`config.mk`:
```
export PLATFORM = sky130hd
export DESIGN_NAME = comp_serial
export DESIGN_NICKNAME = d
export VERILOG_FILES = /design/src/rtl/comp_serial.sv
export SDC_FILE = /design/constraint.sdc
export NUM_CORES = 1
export LEC_CHECK = 0
export BUFFER_PORTS_ARGS = -buffer_cell sky130_fd_sc_hd__buf_2
export CAP_MARGIN = 20
export CORE_MARGIN = 5
export CORE_UTILIZATION = 25
export DETAILED_ROUTE_END_ITERATION = 10
export PLACE_DENSITY = 0.56
export SETUP_SLACK_MARGIN = 0.02
export SLEW_MARGIN = 20
export SYNTH_ARGS = -nofsm -noshare
export SYNTH_HDL_FRONTEND = slang
export SYNTH_SLANG_ARGS = --single-unit
export TNS_END_PERCENT = 1
```
`constraint.sdc`:
```
create_clock -name clk -period 1.2 [get_ports clk]
set_clock_uncertainty 0.1 [all_clocks]
set_input_delay 0.24 -clock clk [delete_from_list [all_inputs] [get_ports clk]]
set_output_delay 0.24 -clock clk [all_outputs]
set_load 0.01 [all_outputs]
```
`src/rtl/comp_serial.sv`:
```
// comp_serial: bit-serial, MSB-first magnitude comparator for two unsigned
// WIDTH-bit operands. Each CMP cycle applies a 1-bit mux comparator to the
// top bits of two shift registers; the first differing bit decides the result.
//
// Parameters:
//   WIDTH   operand width, 1..64
// Ports:
//   clk      rising-edge clock
//   rst_n    synchronous active-low reset
//   start    compare request, sampled only in IDLE
//   a, b     operands, captured on the accepted start edge
//   busy     high while comparing
//   done     one-cycle pulse when the result is loaded
//   greater  a > b   (held until the next result)
//   lesser   a < b   (held until the next result)
//   equal    a == b  (held until the next result)
//
// Build option: define COMP_SERIAL_EARLY_EXIT_EN to leave CMP on the first
// differing bit; otherwise CMP always takes WIDTH cycles.
module comp_serial #(
  parameter int WIDTH = 8
) (
  input  logic             clk,
  input  logic             rst_n,
  input  logic             start,
  input  logic [WIDTH-1:0] a,
  input  logic [WIDTH-1:0] b,
  output logic             busy,
  output logic             done,
  output logic             greater,
  output logic             lesser,
  output logic             equal
);

  localparam int CW = (WIDTH > 1) ? $clog2(WIDTH) : 1;

  typedef enum logic [1:0] {
    IDLE = 2'd0,
    CMP  = 2'd1,
    DONE = 2'd2
  } state_t;

  state_t           state_r, state_nxt_s;
  logic [WIDTH-1:0] sa_r, sb_r, sa_nxt_s, sb_nxt_s;
  logic [CW-1:0]    cnt_r, cnt_nxt_s;
  logic             gt_bit_s, lt_bit_s;
  logic             load_s, res_gt_s, res_lt_s, res_eq_s;
`ifndef COMP_SERIAL_EARLY_EXIT_EN
  // First difference is remembered here and applied when the count runs out.
  logic             decided_r, decided_nxt_s;
  logic             dec_gt_r, dec_gt_nxt_s;
`endif

  // Per-bit mux comparator on the current MSBs.
  assign gt_bit_s = sb_r[WIDTH-1] ? 1'b0 : sa_r[WIDTH-1];
  assign lt_bit_s = sa_r[WIDTH-1] ? 1'b0 : sb_r[WIDTH-1];

  // Next-state, datapath and result selection.
  always_comb begin
    state_nxt_s   = state_r;
    sa_nxt_s      = sa_r;
    sb_nxt_s      = sb_r;
    cnt_nxt_s     = cnt_r;
    load_s        = 1'b0;
    res_gt_s      = 1'b0;
    res_lt_s      = 1'b0;
    res_eq_s      = 1'b0;
`ifndef COMP_SERIAL_EARLY_EXIT_EN
    decided_nxt_s = decided_r;
    dec_gt_nxt_s  = dec_gt_r;
`endif
    case (state_r)
      IDLE: begin
        if (start) begin
          sa_nxt_s      = a;
          sb_nxt_s      = b;
          cnt_nxt_s     = CW'(WIDTH - 1);
`ifndef COMP_SERIAL_EARLY_EXIT_EN
          decided_nxt_s = 1'b0;
          dec_gt_nxt_s  = 1'b0;
`endif
          state_nxt_s   = CMP;
        end else begin
          state_nxt_s   = IDLE;
        end
      end
      CMP: begin
`ifdef COMP_SERIAL_EARLY_EXIT_EN
        if (gt_bit_s || lt_bit_s) begin
          load_s      = 1'b1;
          res_gt_s    = gt_bit_s;
          res_lt_s    = lt_bit_s;
          state_nxt_s = DONE;
        end else if (cnt_r == CW'(0)) begin
          load_s      = 1'b1;
          res_eq_s    = 1'b1;
          state_nxt_s = DONE;
        end else begin
          sa_nxt_s    = sa_r << 1;
          sb_nxt_s    = sb_r << 1;
          cnt_nxt_s   = cnt_r - CW'(1);
        end
`else
        // Latch only the first difference; later bits are ignored.
        if (!decided_r && (gt_bit_s || lt_bit_s)) begin
          decided_nxt_s = 1'b1;
          dec_gt_nxt_s  = gt_bit_s;
        end else begin
          decided_nxt_s = decided_r;
        end
        if (cnt_r == CW'(0)) begin
          load_s      = 1'b1;
          state_nxt_s = DONE;
          if (decided_r) begin
            res_gt_s = dec_gt_r;
            res_lt_s = ~dec_gt_r;
          end else if (gt_bit_s || lt_bit_s) begin
            res_gt_s = gt_bit_s;
            res_lt_s = lt_bit_s;
          end else begin
            res_eq_s = 1'b1;
          end
        end else begin
          sa_nxt_s  = sa_r << 1;
          sb_nxt_s  = sb_r << 1;
          cnt_nxt_s = cnt_r - CW'(1);
        end
`endif
      end
      DONE: begin
        state_nxt_s = IDLE;
      end
      default: begin
        state_nxt_s = IDLE;
      end
    endcase
  end

  // State, datapath and registered outputs; flags change only when a result loads.
  always_ff @(posedge clk) begin
    if (!rst_n) begin
      state_r   <= IDLE;
      sa_r      <= '0;
      sb_r      <= '0;
      cnt_r     <= '0;
`ifndef COMP_SERIAL_EARLY_EXIT_EN
      decided_r <= 1'b0;
      dec_gt_r  <= 1'b0;
`endif
      busy      <= 1'b0;
      done      <= 1'b0;
      greater   <= 1'b0;
      lesser    <= 1'b0;
      equal     <= 1'b0;
    end else begin
      state_r   <= state_nxt_s;
      sa_r      <= sa_nxt_s;
      sb_r      <= sb_nxt_s;
      cnt_r     <= cnt_nxt_s;
`ifndef COMP_SERIAL_EARLY_EXIT_EN
      decided_r <= decided_nxt_s;
      dec_gt_r  <= dec_gt_nxt_s;
`endif
      busy      <= (state_nxt_s == CMP);
      done      <= (state_nxt_s == DONE);
      if (load_s) begin
        greater <= res_gt_s;
        lesser  <= res_lt_s;
        equal   <= res_eq_s;
      end
    end
  end

endmodule

```
==> flow_summary.yaml <==
run_status:
  status: "complete, but fails checks"
  violations: "negative setup slack"
flow_run:
  cap_violations: 0
cts:
  cts_buffer_depth: 2
  cts-htree-levels: 1
  cts-buffers-inserted: 3
  root_buffer: "clkbuf_8"
  clock_latency_ns: 0.27
  postCtsHoldBufs: 0
  clock-sinks: 28
  clkTransAtPathRegs_ns: 0.09
  tritoncts: "built"
cells_and_area:
  final_cell_mix: "buf_2 (23), dfxtp_1 (22), mux2i_1 (16), o2bb2ai_1 (11), buf_4 (11)"
  syn_to_final_growth_pct: 31.93
  antenna_cells: 0
  nets: 174
  fin_util: 0.3352
  drive_gt1_frac: 0.4467
  layout_commonest_cell: "buf_2"
  stdcell_count: 220
floorplanning:
  die_h_um: 81.59
  rows: 26
  start_util: 0.2541
  ioPinCount: 24
  dieArea_um2: 6657
  coreArea_um2: 5042
  die_w_um: 81.59
placed_design:
  dp_cells: 215
  dp_hpwl_um: 2036
  port_buffers: 23
  gp_congestion: 0.7007
worst_hold_path:
  hold_depth: 3
  worstHoldPathType: "input pin to flop"
timing:
  setup_ws_ns: -0.1211
  period_minus_slack_ns: 1.321
  fin_crit_sh: 1.101
  max_clock_freq_mhz: 756.9
  tightest_slew_ns: 0.2523
  setup_viol: 23
  rsz0062_at_grt: "true"
  hold_slack_ns: 0.1275
  maxSlewHeadroom: 0.8316
  timing.final.max_slew_violations: 0
  hold_viol: 0
routing:
  firstDrtPassIters: 4
  wirelength_um: 2661
  wl_per_cell_um: 12.10
  ant_nets: 0
  dr.first_iter.drc_count: 28
  drc_errors: 0
  vias: 978
  post_drt_via_cell_ratio: 4.445
yosys:
  avgSynthCellArea_um2: 11.24
  synth_seq_cells: 28
  ys_warn_count: 0
  syn_inst: 114
  synth_flop_cell: "dfxtp_1"
  syn_nets: 137
  synth_cell_types: 30
  seq_area_frac_synth: 0.4375
  synth_edf_count: 0
  async_flop_share: 0
  syn_area_um2: 1281
critical_path:
  cp-end-kind: "flop"
  path_class: "flop to flop"
  crit_arrival_ns: 1.42
  cp_data_required_time_ns: 1.30
  slowest_stage: "dfxtp_2"
  ff2ff_path_depth: 6
  start_kind: "flop"
  cp_max_fo: 14
  path_cells: "inv_2 -> ha_4 -> nand3b_4 -> a21oi_4 -> buf_12 -> o2bb2ai_1"
  crit_family: "flip-flops"
  cp.depth: 6
  cpPeakStageDelay_ns: 0.34
  crit_buf_inv: 2
pwr:
  p_leak_uw: 0.0007258
  peakVddDrop_v: 0.0005638
  powerDensity_nw_per_um2: 1439
global_route:
  grt_first_pass_wirelength_um: 4678
  grt_pass1_vias: 1039
  grt_max_degree: 17
  grt_antenna_before_repair: 0
  grt_util_all_layers: 0.08845
  grt-ovfl-total: 0
## layout make-up
class                      instances  area [um2]
fill                             523        3352
multi-input combinational         74       701.9
timing repair buffer              36       229.0
sequential                        28       570.5
inverter                           8       30.03
tap                               70       87.58
clock buffer                       3       41.29
clock inverter                     1       30.03
## routing by layer
metal  part of all wire  vias to the layer above  track usage
met5                  0                        -            0
met4             0.0098                        0      0.02492
met3              0.042                        4      0.02303
met2               0.51                       16       0.1547
met1               0.44                      465       0.1065
li1                   -                      493            -
## cell usage after synthesis, types with 2 or more instances
library cell	count	area share
buf_6	3	0.026
nand2b_1	2	0.0098
mux2i_1	16	0.12
inv_1	7	0.021
nand2_1	6	0.018
dfxtp_1	28	0.44
nand3b_1	2	0.012
a21oi_1	6	0.023
nor3_1	3	0.012
ha_1	4	0.039
o2bb2ai_2	3	0.035
a311oi_1	2	0.014
a211oi_1	2	0.012
o22ai_1	2	0.0098
o2bb2ai_1	11	0.075
nor2_1	3	0.0088
## path summary, 6_finish.rpt
path	startpoint	to	slack (ns)
worst min-delay path	a[0]	sa_r[0]$_SDFFE_PN0P_	0.13
worst min register to register	sb_r[4]$_SDFFE_PN0P_	sb_r[4]$_SDFFE_PN0P_	0.37
worst max register to register	cnt_r[1]$_SDFFE_PN0P_	sa_r[4]$_SDFFE_PN0P_	-0.12
worst max-delay path	cnt_r[1]$_SDFFE_PN0P_	sa_r[4]$_SDFFE_PN0P_	-0.12
## per-stage QoR
| stage | total power (uW) | area (um2) | setup WS, ns | TNS, ns |
|---|---|---|---|---|
| 5_1_grt | 2571 | 1690 | -0.1927 | -3.801 |
| 6_report | 2432 | 1690 | -0.1211 | -2.017 |
| 3_5_place_dp | 1699 | 1578 | -0.1748 | -3.039 |
| 2_1_floorplan | 1514 | 1321 | -0.06866 | -0.8101 |
| 4_1_cts | 2449 | 1673 | -0.1410 | -1.960 |
| 3_3_place_gp | 1669 | 1578 | -0.1058 | -1.856 |
## repair_timing
item / 4_1_cts / 5_1_grt
setup buffers: 0 / 1
pin swaps: 9 / 2
endpoints found under the setup margin: 26 / 26
resized for setup: 7 / 2
endpoints found under the hold margin: 0 / 0
## flip-flops by register name, summed over array words and instances (netlist names)
signal / flops
busy: 1
dec_gt_r: 1
sb_r: 8
greater: 1
lesser: 1
cnt_r: 3
done: 1
decided_r: 1
sa_r: 8
state_r: 2
equal: 1
## report_power, final
group | total (uW) | internal [uW] | switching [uW]
Sequential | 1110 | 1030 | 76.2
Combinational | 597 | 311 | 286
Clock | 724 | 446 | 278
Total | 2430 | 1790 | 640
## cells by family (layout without fill, tap and decap cells)
| family | count (synthesis) | after routing | share of synthesized area |
|---|---|---|---|
| fa+ha+maj | 4 | 4 | 0.03906 |
| simple gates | 24 | 24 | 0.1318 |
| mux | 16 | 16 | 0.1250 |
| compound gates | 30 | 30 | 0.2051 |
| buf+inv | 12 | 48 | 0.06152 |
| flops | 28 | 28 | 0.4375 |
## worst reg2reg max path: cells and delay by family, from the launching register on
family | cells | cell delay (ns)
AOI/OAI and AO/OA | 2 | 0.31
adders and majority gates | 1 | 0.16
DFF | 1 | 0.34
and+or+nand+nor | 1 | 0.12
buffers and inverters | 2 | 0.23
(Power assumes the default switching activity.)
